[config.mk]
export PLATFORM = sky130hd
export DESIGN_NAME = key_input_ctrl_flat
export DESIGN_NICKNAME = d
export VERILOG_FILES = /design/src/rtl/tetris_pkg.sv /design/src/rtl/key_input_ctrl_if.sv /design/src/rtl/key_debounce.sv /design/src/rtl/key_input_ctrl.sv /design/src/flat_wrapper.sv
export SDC_FILE = /design/constraint.sdc
export NUM_CORES = 1
export LEC_CHECK = 0
export ABC_AREA = 1
export ABC_CLOCK_PERIOD_IN_PS = 1700
export CORE_UTILIZATION = 55
export CTS_CLUSTER_DIAMETER = 60
export CTS_CLUSTER_SIZE = 12
export DETAILED_ROUTE_END_ITERATION = 8
export PLACE_DENSITY = 0.76
export SLEW_MARGIN = 20
export SYNTH_ARGS = -nofsm -noshare
export SYNTH_HDL_FRONTEND = slang
export SYNTH_SLANG_ARGS = --single-unit
[constraint.sdc]
create_clock -name vga_clk -period 1.7 [get_ports vga_clk]
set_clock_uncertainty 0.2 [all_clocks]
set_input_delay 0.34 -clock vga_clk [delete_from_list [all_inputs] [get_ports vga_clk]]
set_output_delay 0.34 -clock vga_clk [all_outputs]
set_load 0.02 [all_outputs]
[src/rtl/tetris_pkg.sv]
// rtl/tetris_pkg.sv - shared key indices, key count and auto-repeat FSM state encoding
package tetris_pkg;

    localparam int NUM_KEYS  = 4;

    localparam int KEY_UP    = 0;
    localparam int KEY_DOWN  = 1;
    localparam int KEY_LEFT  = 2;
    localparam int KEY_RIGHT = 3;

    // Default auto-repeat enable: movement keys repeat, up/rotate does not.
    localparam logic [NUM_KEYS-1:0] REPEAT_MASK_DEFAULT =
        NUM_KEYS'((1 << KEY_DOWN) | (1 << KEY_LEFT) | (1 << KEY_RIGHT));

    typedef enum logic [1:0] {
        IDLE   = 2'd0,
        DELAY  = 2'd1,
        REPEAT = 2'd2
    } key_state_e;

endpackage

[src/rtl/key_input_ctrl_if.sv]
// rtl/key_input_ctrl_if.sv - button, frame-pulse and key-event bundle between board, VGA and grid controller
interface key_input_ctrl_if;
    import tetris_pkg::*;

    logic [NUM_KEYS-1:0] key_raw;
    logic                draw_finish;
    logic [NUM_KEYS-1:0] op_keys;
    logic [NUM_KEYS-1:0] key_level;

    // Environment side: drives buttons and frame pulse, observes events and levels.
    modport master (
        output key_raw,
        output draw_finish,
        input  op_keys,
        input  key_level
    );

    // Conditioning block side.
    modport slave (
        input  key_raw,
        input  draw_finish,
        output op_keys,
        output key_level
    );

endinterface

[src/rtl/key_debounce.sv]
// rtl/key_debounce.sv - two-flop synchroniser, stability counter, debounced level and rise pulse for one button
module key_debounce #(
    parameter int unsigned DEBOUNCE_CYCLES = 250000
) (
    input  logic clk,
    input  logic reset,
    input  logic raw,
    output logic level,
    output logic rise
);

    localparam int unsigned CNT_W = (DEBOUNCE_CYCLES > 2) ? $clog2(DEBOUNCE_CYCLES) : 1;
    localparam logic [CNT_W-1:0] CNT_LAST = CNT_W'(DEBOUNCE_CYCLES - 1);

    logic             sync1;
    logic             sync2;
    logic [CNT_W-1:0] cnt;

    // Bring the asynchronous button into the clock domain before anything looks at it.
    always_ff @(posedge clk) begin
        if (reset) begin
            sync1 <= 1'b0;
            sync2 <= 1'b0;
        end else begin
            sync1 <= raw;
            sync2 <= sync1;
        end
    end

    // Count consecutive disagreeing cycles; flip the level once the input has been stable long enough.
    always_ff @(posedge clk) begin
        if (reset) begin
            cnt   <= '0;
            level <= 1'b0;
            rise  <= 1'b0;
        end else begin
            rise <= 1'b0;
            if (sync2 == level) begin
                cnt <= '0;
            end else if (cnt == CNT_LAST) begin
                cnt   <= '0;
                level <= ~level;
                rise  <= ~level;
            end else begin
                cnt <= cnt + 1'b1;
            end
        end
    end

endmodule

[src/rtl/key_input_ctrl.sv]
// rtl/key_input_ctrl.sv - debounced key events with frame-paced auto-repeat (KEY_INPUT_AUTOREPEAT_EN) released on draw_finish
module key_input_ctrl
    import tetris_pkg::*;
#(
    parameter int unsigned         DEBOUNCE_CYCLES = 250000,
    parameter int unsigned         REPEAT_DELAY    = 20,
    parameter int unsigned         REPEAT_RATE     = 4,
    parameter logic [NUM_KEYS-1:0] REPEAT_MASK     = REPEAT_MASK_DEFAULT
) (
    input  logic             vga_clk,
    input  logic             reset,
    key_input_ctrl_if.slave  keys
);

    logic [NUM_KEYS-1:0] level;
    logic [NUM_KEYS-1:0] rise;
    logic [NUM_KEYS-1:0] ev;
    logic [NUM_KEYS-1:0] pending;
    logic [NUM_KEYS-1:0] op_q;

    for (genvar k = 0; k < NUM_KEYS; k++) begin : g_key
        key_debounce #(
            .DEBOUNCE_CYCLES (DEBOUNCE_CYCLES)
        ) u_debounce (
            .clk   (vga_clk),
            .reset (reset),
            .raw   (keys.key_raw[k]),
            .level (level[k]),
            .rise  (rise[k])
        );
    end

    assign keys.key_level = level;
    assign keys.op_keys   = op_q;

`ifdef KEY_INPUT_AUTOREPEAT_EN

    localparam logic [7:0] DELAY_LOAD = 8'(REPEAT_DELAY);
    localparam logic [7:0] RATE_LOAD  = 8'(REPEAT_RATE);

    key_state_e state_q [NUM_KEYS];
    key_state_e state_d [NUM_KEYS];
    logic [7:0] frame_q [NUM_KEYS];
    logic [7:0] frame_d [NUM_KEYS];

    // Per-key repeat state and frame countdown registers.
    always_ff @(posedge vga_clk) begin
        if (reset) begin
            for (int k = 0; k < NUM_KEYS; k++) begin
                state_q[k] <= IDLE;
                frame_q[k] <= 8'd0;
            end
        end else begin
            for (int k = 0; k < NUM_KEYS; k++) begin
                state_q[k] <= state_d[k];
                frame_q[k] <= frame_d[k];
            end
        end
    end

    // Press raises an event and arms the delay; each frame counts down; release always wins.
    always_comb begin
        ev = '0;
        for (int k = 0; k < NUM_KEYS; k++) begin
            state_d[k] = state_q[k];
            frame_d[k] = frame_q[k];
            case (state_q[k])
                IDLE: begin
                    if (rise[k]) begin
                        ev[k]      = 1'b1;
                        state_d[k] = DELAY;
                        frame_d[k] = DELAY_LOAD;
                    end
                end
                DELAY: begin
                    if (!level[k]) begin
                        state_d[k] = IDLE;
                        frame_d[k] = 8'd0;
                    end else if (REPEAT_MASK[k] && keys.draw_finish) begin
                        if (frame_q[k] == 8'd1) begin
                            ev[k]      = 1'b1;
                            state_d[k] = REPEAT;
                            frame_d[k] = RATE_LOAD;
                        end else begin
                            frame_d[k] = frame_q[k] - 8'd1;
                        end
                    end
                end
                REPEAT: begin
                    if (!level[k]) begin
                        state_d[k] = IDLE;
                        frame_d[k] = 8'd0;
                    end else if (keys.draw_finish) begin
                        if (frame_q[k] == 8'd1) begin
                            ev[k]      = 1'b1;
                            frame_d[k] = RATE_LOAD;
                        end else begin
                            frame_d[k] = frame_q[k] - 8'd1;
                        end
                    end
                end
                default: begin
                    state_d[k] = IDLE;
                    frame_d[k] = 8'd0;
                end
            endcase
        end
    end

`else

    // Without auto-repeat only the debounced press edge produces an event.
    assign ev = rise;

    logic unused_repeat_cfg;
    assign unused_repeat_cfg = ^{REPEAT_DELAY, REPEAT_RATE, REPEAT_MASK};

`endif

    // Collect events between frames and release them as a single-cycle pulse after draw_finish.
    always_ff @(posedge vga_clk) begin
        if (reset) begin
            pending <= '0;
            op_q    <= '0;
        end else if (keys.draw_finish) begin
            op_q    <= pending | ev;
            pending <= '0;
        end else begin
            op_q    <= '0;
            pending <= pending | ev;
        end
    end

endmodule

[src/flat_wrapper.sv]
// flat-port wrapper written by rule: the top's interface ports become plain ports
module key_input_ctrl_flat import tetris_pkg::*;
#(
    parameter int unsigned         DEBOUNCE_CYCLES = 250000,
    parameter int unsigned         REPEAT_DELAY    = 20,
    parameter int unsigned         REPEAT_RATE     = 4,
    parameter logic [NUM_KEYS-1:0] REPEAT_MASK     = REPEAT_MASK_DEFAULT
)
  (vga_clk, reset, keys_key_raw, keys_draw_finish, keys_op_keys, keys_key_level);
  key_input_ctrl_if keys_i ();
  input  logic vga_clk;
  input  logic reset;
  input wire logic [$bits(keys_i.key_raw)-1:0] keys_key_raw;
  input wire logic [$bits(keys_i.draw_finish)-1:0] keys_draw_finish;
  output wire logic [$bits(keys_i.op_keys)-1:0] keys_op_keys;
  output wire logic [$bits(keys_i.key_level)-1:0] keys_key_level;
  assign keys_i.key_raw = keys_key_raw;
  assign keys_i.draw_finish = keys_draw_finish;
  assign keys_op_keys = keys_i.op_keys;
  assign keys_key_level = keys_i.key_level;
  key_input_ctrl #(.DEBOUNCE_CYCLES(DEBOUNCE_CYCLES), .REPEAT_DELAY(REPEAT_DELAY), .REPEAT_RATE(REPEAT_RATE), .REPEAT_MASK(REPEAT_MASK)) u_core (.vga_clk(vga_clk), .reset(reset), .keys(keys_i));
endmodule
==> impl_metrics.json <==
{
  "end_kind": "output port",
  "netlist.area_leader.share": 0.422,
  "drcViolationCount": 0,
  "synthesis.nets": 652,
  "gp_congestion": 0.893,
  "synth_common_cells": "137 x nand2_1, 116 x nor2_1, 96 x dfxtp_1",
  "yosysTopAreaCell": "dfxtp_1",
  "period_share": 0.972,
  "grt_antenna_before_repair": 0,
  "fmax_ghz": 0.605,
  "design_area_um2": 5140,
  "synth.area.top_cells": "dfxtp_1 42%, nand2_1 11%, nor2_1 9.6%, inv_1 6.3%, a21oi_1 4.9%",
  "place_hpwl_um": 6340,
  "cp-start-kind": "register",
  "final_layout_size_suffix_gt1_frac": 0.128,
  "fp.dieH_um": 93.0,
  "status": "complete, no violations",
  "cts.path.max_buffers": 2,
  "drv_cap": 0,
  "path_buf_inv": 1,
  "crit_family": "flip-flops",
  "p_leak_nw": 1.67,
  "yosys_most_used_dff": "dfxtp_1",
  "initial_core_util": 0.580,
  "use_met1": 0.270,
  "drtPass1Iterations": 6,
  "postPlaceCellArea_um2": 4890,
  "setup_viol": 0,
  "avgViaCountPerCell": 5.06,
  "ctsHoldBuffers": 0,
  "grt_use_met3": 0.0350,
  "wire_per_inst_um": 11.0,
  "synth_edf_count": 0,
  "antenna_cells": 0,
  "grt_usage": 0.215,
  "die_w_um": 93.0,
  "ir_drop_v": 0.000528,
  "yosys_warnings": 0,
  "grt_most_used_layer": "met2",
  "finalNonFillerCells": 783,
  "async_flop_share": 0,
  "hold_class": "register to register",
  "period_minus_slack_ps": 1650,
  "ys_seq_area_frac": 0.422,
  "ys_seq_elements": 96,
  "clk-insertion-delay-late_ps": 370,
  "cp_slowest_cell": "dfxtp_1",
  "core_um2": 7850,
  "overflow": 0,
  "cts.sinks": 96,
  "final_nets": 687,
  "whs_path_depth": 2,
  "cts_resized": 8,
  "cts_setup_buffers": 0,
  "regArea_um2": 1920,
  "r2r-end": "u_core.g_key[1].u_debounce.cnt[8]$_SDFF_PP0_",
  "pin_count": 15,
  "r2r-start": "u_core.g_key[1].u_debounce.cnt[0]$_SDFF_PP0_",
  "power_density_nw_per_um2": 767,
  "grt_pass1_wl_um": 15100,
  "critPathMaxStageDelay_ps": 400,
  "dp.cells": 767,
  "yosysMostFrequentCell": "nand2_1",
  "flow.area_growth_from_synthesis_pct": 12.9,
  "rows": 32,
  "critPathMaxFanout": 5,
  "reg2reg_slack_ps": 90,
  "cts_buffers": 9,
  "die_area_um2": 8640,
  "reg2reg_depth": 6,
  "maxSlewHeadroom": 0.690,
  "worst-setup-path-type": "register to output port",
  "cp_cell_sequence": "dlygate4sd2_1",
  "wirelength_um": 8590,
  "drt_iter0_drc": 169,
  "utilization": 0.655,
  "min_from": "u_core.g_key[3].u_debounce.sync1$_SDFF_PP0_",
  "fill_cells": 724,
  "synth.cell_area_um2": 4550,
  "hold_end": "u_core.g_key[3].u_debounce.sync2$_SDFF_PP0_",
  "portBuffers": 14,
  "cp_data_arrival_time_ps": 1110,
  "grt_pass1_vias": 3631,
  "avgSynthCellArea_um2": 7.10,
  "num_vias": 3959,
  "cts_tree": "done",
  "h-tree-depth": 3,
  "cts_root_buf": "clkbuf_8",
  "multiInputGateArea_um2": 2280,
  "final_antenna_net_count": 0,
  "cts.reportedPaths.clkPinSlew_ps": 80,
  "grt_use_met2": 0.364,
  "cp.required_ps": 1160,
  "worst_pin_slew_ps": 462,
  "grt_max_degree": 19,
  "hold_violations": 0,
  "yosysUniqueCellTypes": 28,
  "drv_slew": 0,
  "synth_cells": 641
}
==> cell usage in the layout, fill, tap and decap left out, drive strengths merged <==
| cell type | count |
|---|---|
| nand2 | 143 |
| nor2 | 140 |
| dfxtp | 96 |
| inv | 78 |
| nand3 | 47 |
| a21oi | 46 |
| xor2 | 22 |
| buf | 19 |
| nand4 | 17 |
| clkbuf | 14 |
| o21ai | 11 |
| or2 | 10 |
| xnor2 | 8 |
| dlygate4sd2 | 8 |
| clkdlybuf4s50 | 6 |
| nor3 | 5 |
| ha | 4 |
| nand3b | 2 |
| nor4 | 2 |
| and2 | 1 |
| clkinv | 1 |
| bufinv | 1 |
==> metrics by stage <==
stage,setup TNS (ps),worst slack (ps),power (mW),hold slack [ps]
floorplan,0,67.3,2.36,188
global placement,-5190,-187,2.39,192
detailed placement,-6520,-212,2.40,198
CTS,0,36.1,3.96,209
global route,-0.416,-0.416,4.06,224
finish,0,48.2,3.94,207
==> report_power, final <==
| group | switching (mW) | total (mW) | internal, mW | leakage [nW] |
|---|---|---|---|---|
| clock network | 0.757 | 1.60 | 0.840 | 0.113 |
| registers | 0.00492 | 2.26 | 2.26 | 0.776 |
| logic | 0.0439 | 0.0819 | 0.0380 | 0.777 |
==> flip-flops by register name (all words and copies together), names as in the netlist <==
register / cells
u_core.g_key.u_debounce.cnt: 72
u_core.g_key.u_debounce.level: 4
u_core.g_key.u_debounce.rise: 4
u_core.g_key.u_debounce.sync1: 4
u_core.g_key.u_debounce.sync2: 4
u_core.keys.op_keys: 4
u_core.pending: 4
==> metal layers <==
metal	share of wire	routed length, um
met2	0.46	3950
met1	0.48	4090
met4	0.021	179
met5	0	0
met3	0.043	371
==> kinds of logic after synthesis <==
kind of cell             after synthesis  share of synthesized area
buffers and inverters                 87                     0.0852
AND/OR/NAND/NOR                      367                      0.360
AO/OA/AOI/OAI                         57                     0.0635
XOR/XNOR                              30                     0.0577
flip-flops                            96                      0.422
adder cells (fa/ha/maj)                4                     0.0110
==> area by class of cell <==
class	count	share of cell area
multi-input combinational	458	0.444
sequential	96	0.374
timing repair buffer	33	0.0579
inverter	78	0.0570
clock buffer	14	0.0355
tap	102	0.0248
clock inverter	2	0.00682
==> how the worst max path moves through the flow <==
stage,endpoint,start,cells past startpoint
2_1_floorplan,u_core.g_key[0].u_debounce.cnt[13]$_SDFF_PP0_,u_core.g_key[0].u_debounce.cnt[0]$_SDFF_PP0_,9
3_3_place_gp,u_core.g_key[2].u_debounce.cnt[4]$_SDFF_PP0_,reset,6
5_1_grt,u_core.g_key[1].u_debounce.cnt[4]$_SDFF_PP0_,u_core.g_key[1].u_debounce.cnt[0]$_SDFF_PP0_,7
3_5_place_dp,u_core.g_key[2].u_debounce.cnt[15]$_SDFF_PP0_,reset,6
4_1_cts,u_core.g_key[2].u_debounce.cnt[9]$_SDFF_PP0_,u_core.g_key[2].u_debounce.cnt[1]$_SDFF_PP0_,6
6_report,keys_key_level[3],u_core.g_key[3].u_debounce.level$_SDFFE_PP0P_,1
Power figures use the tool's default switching activity.
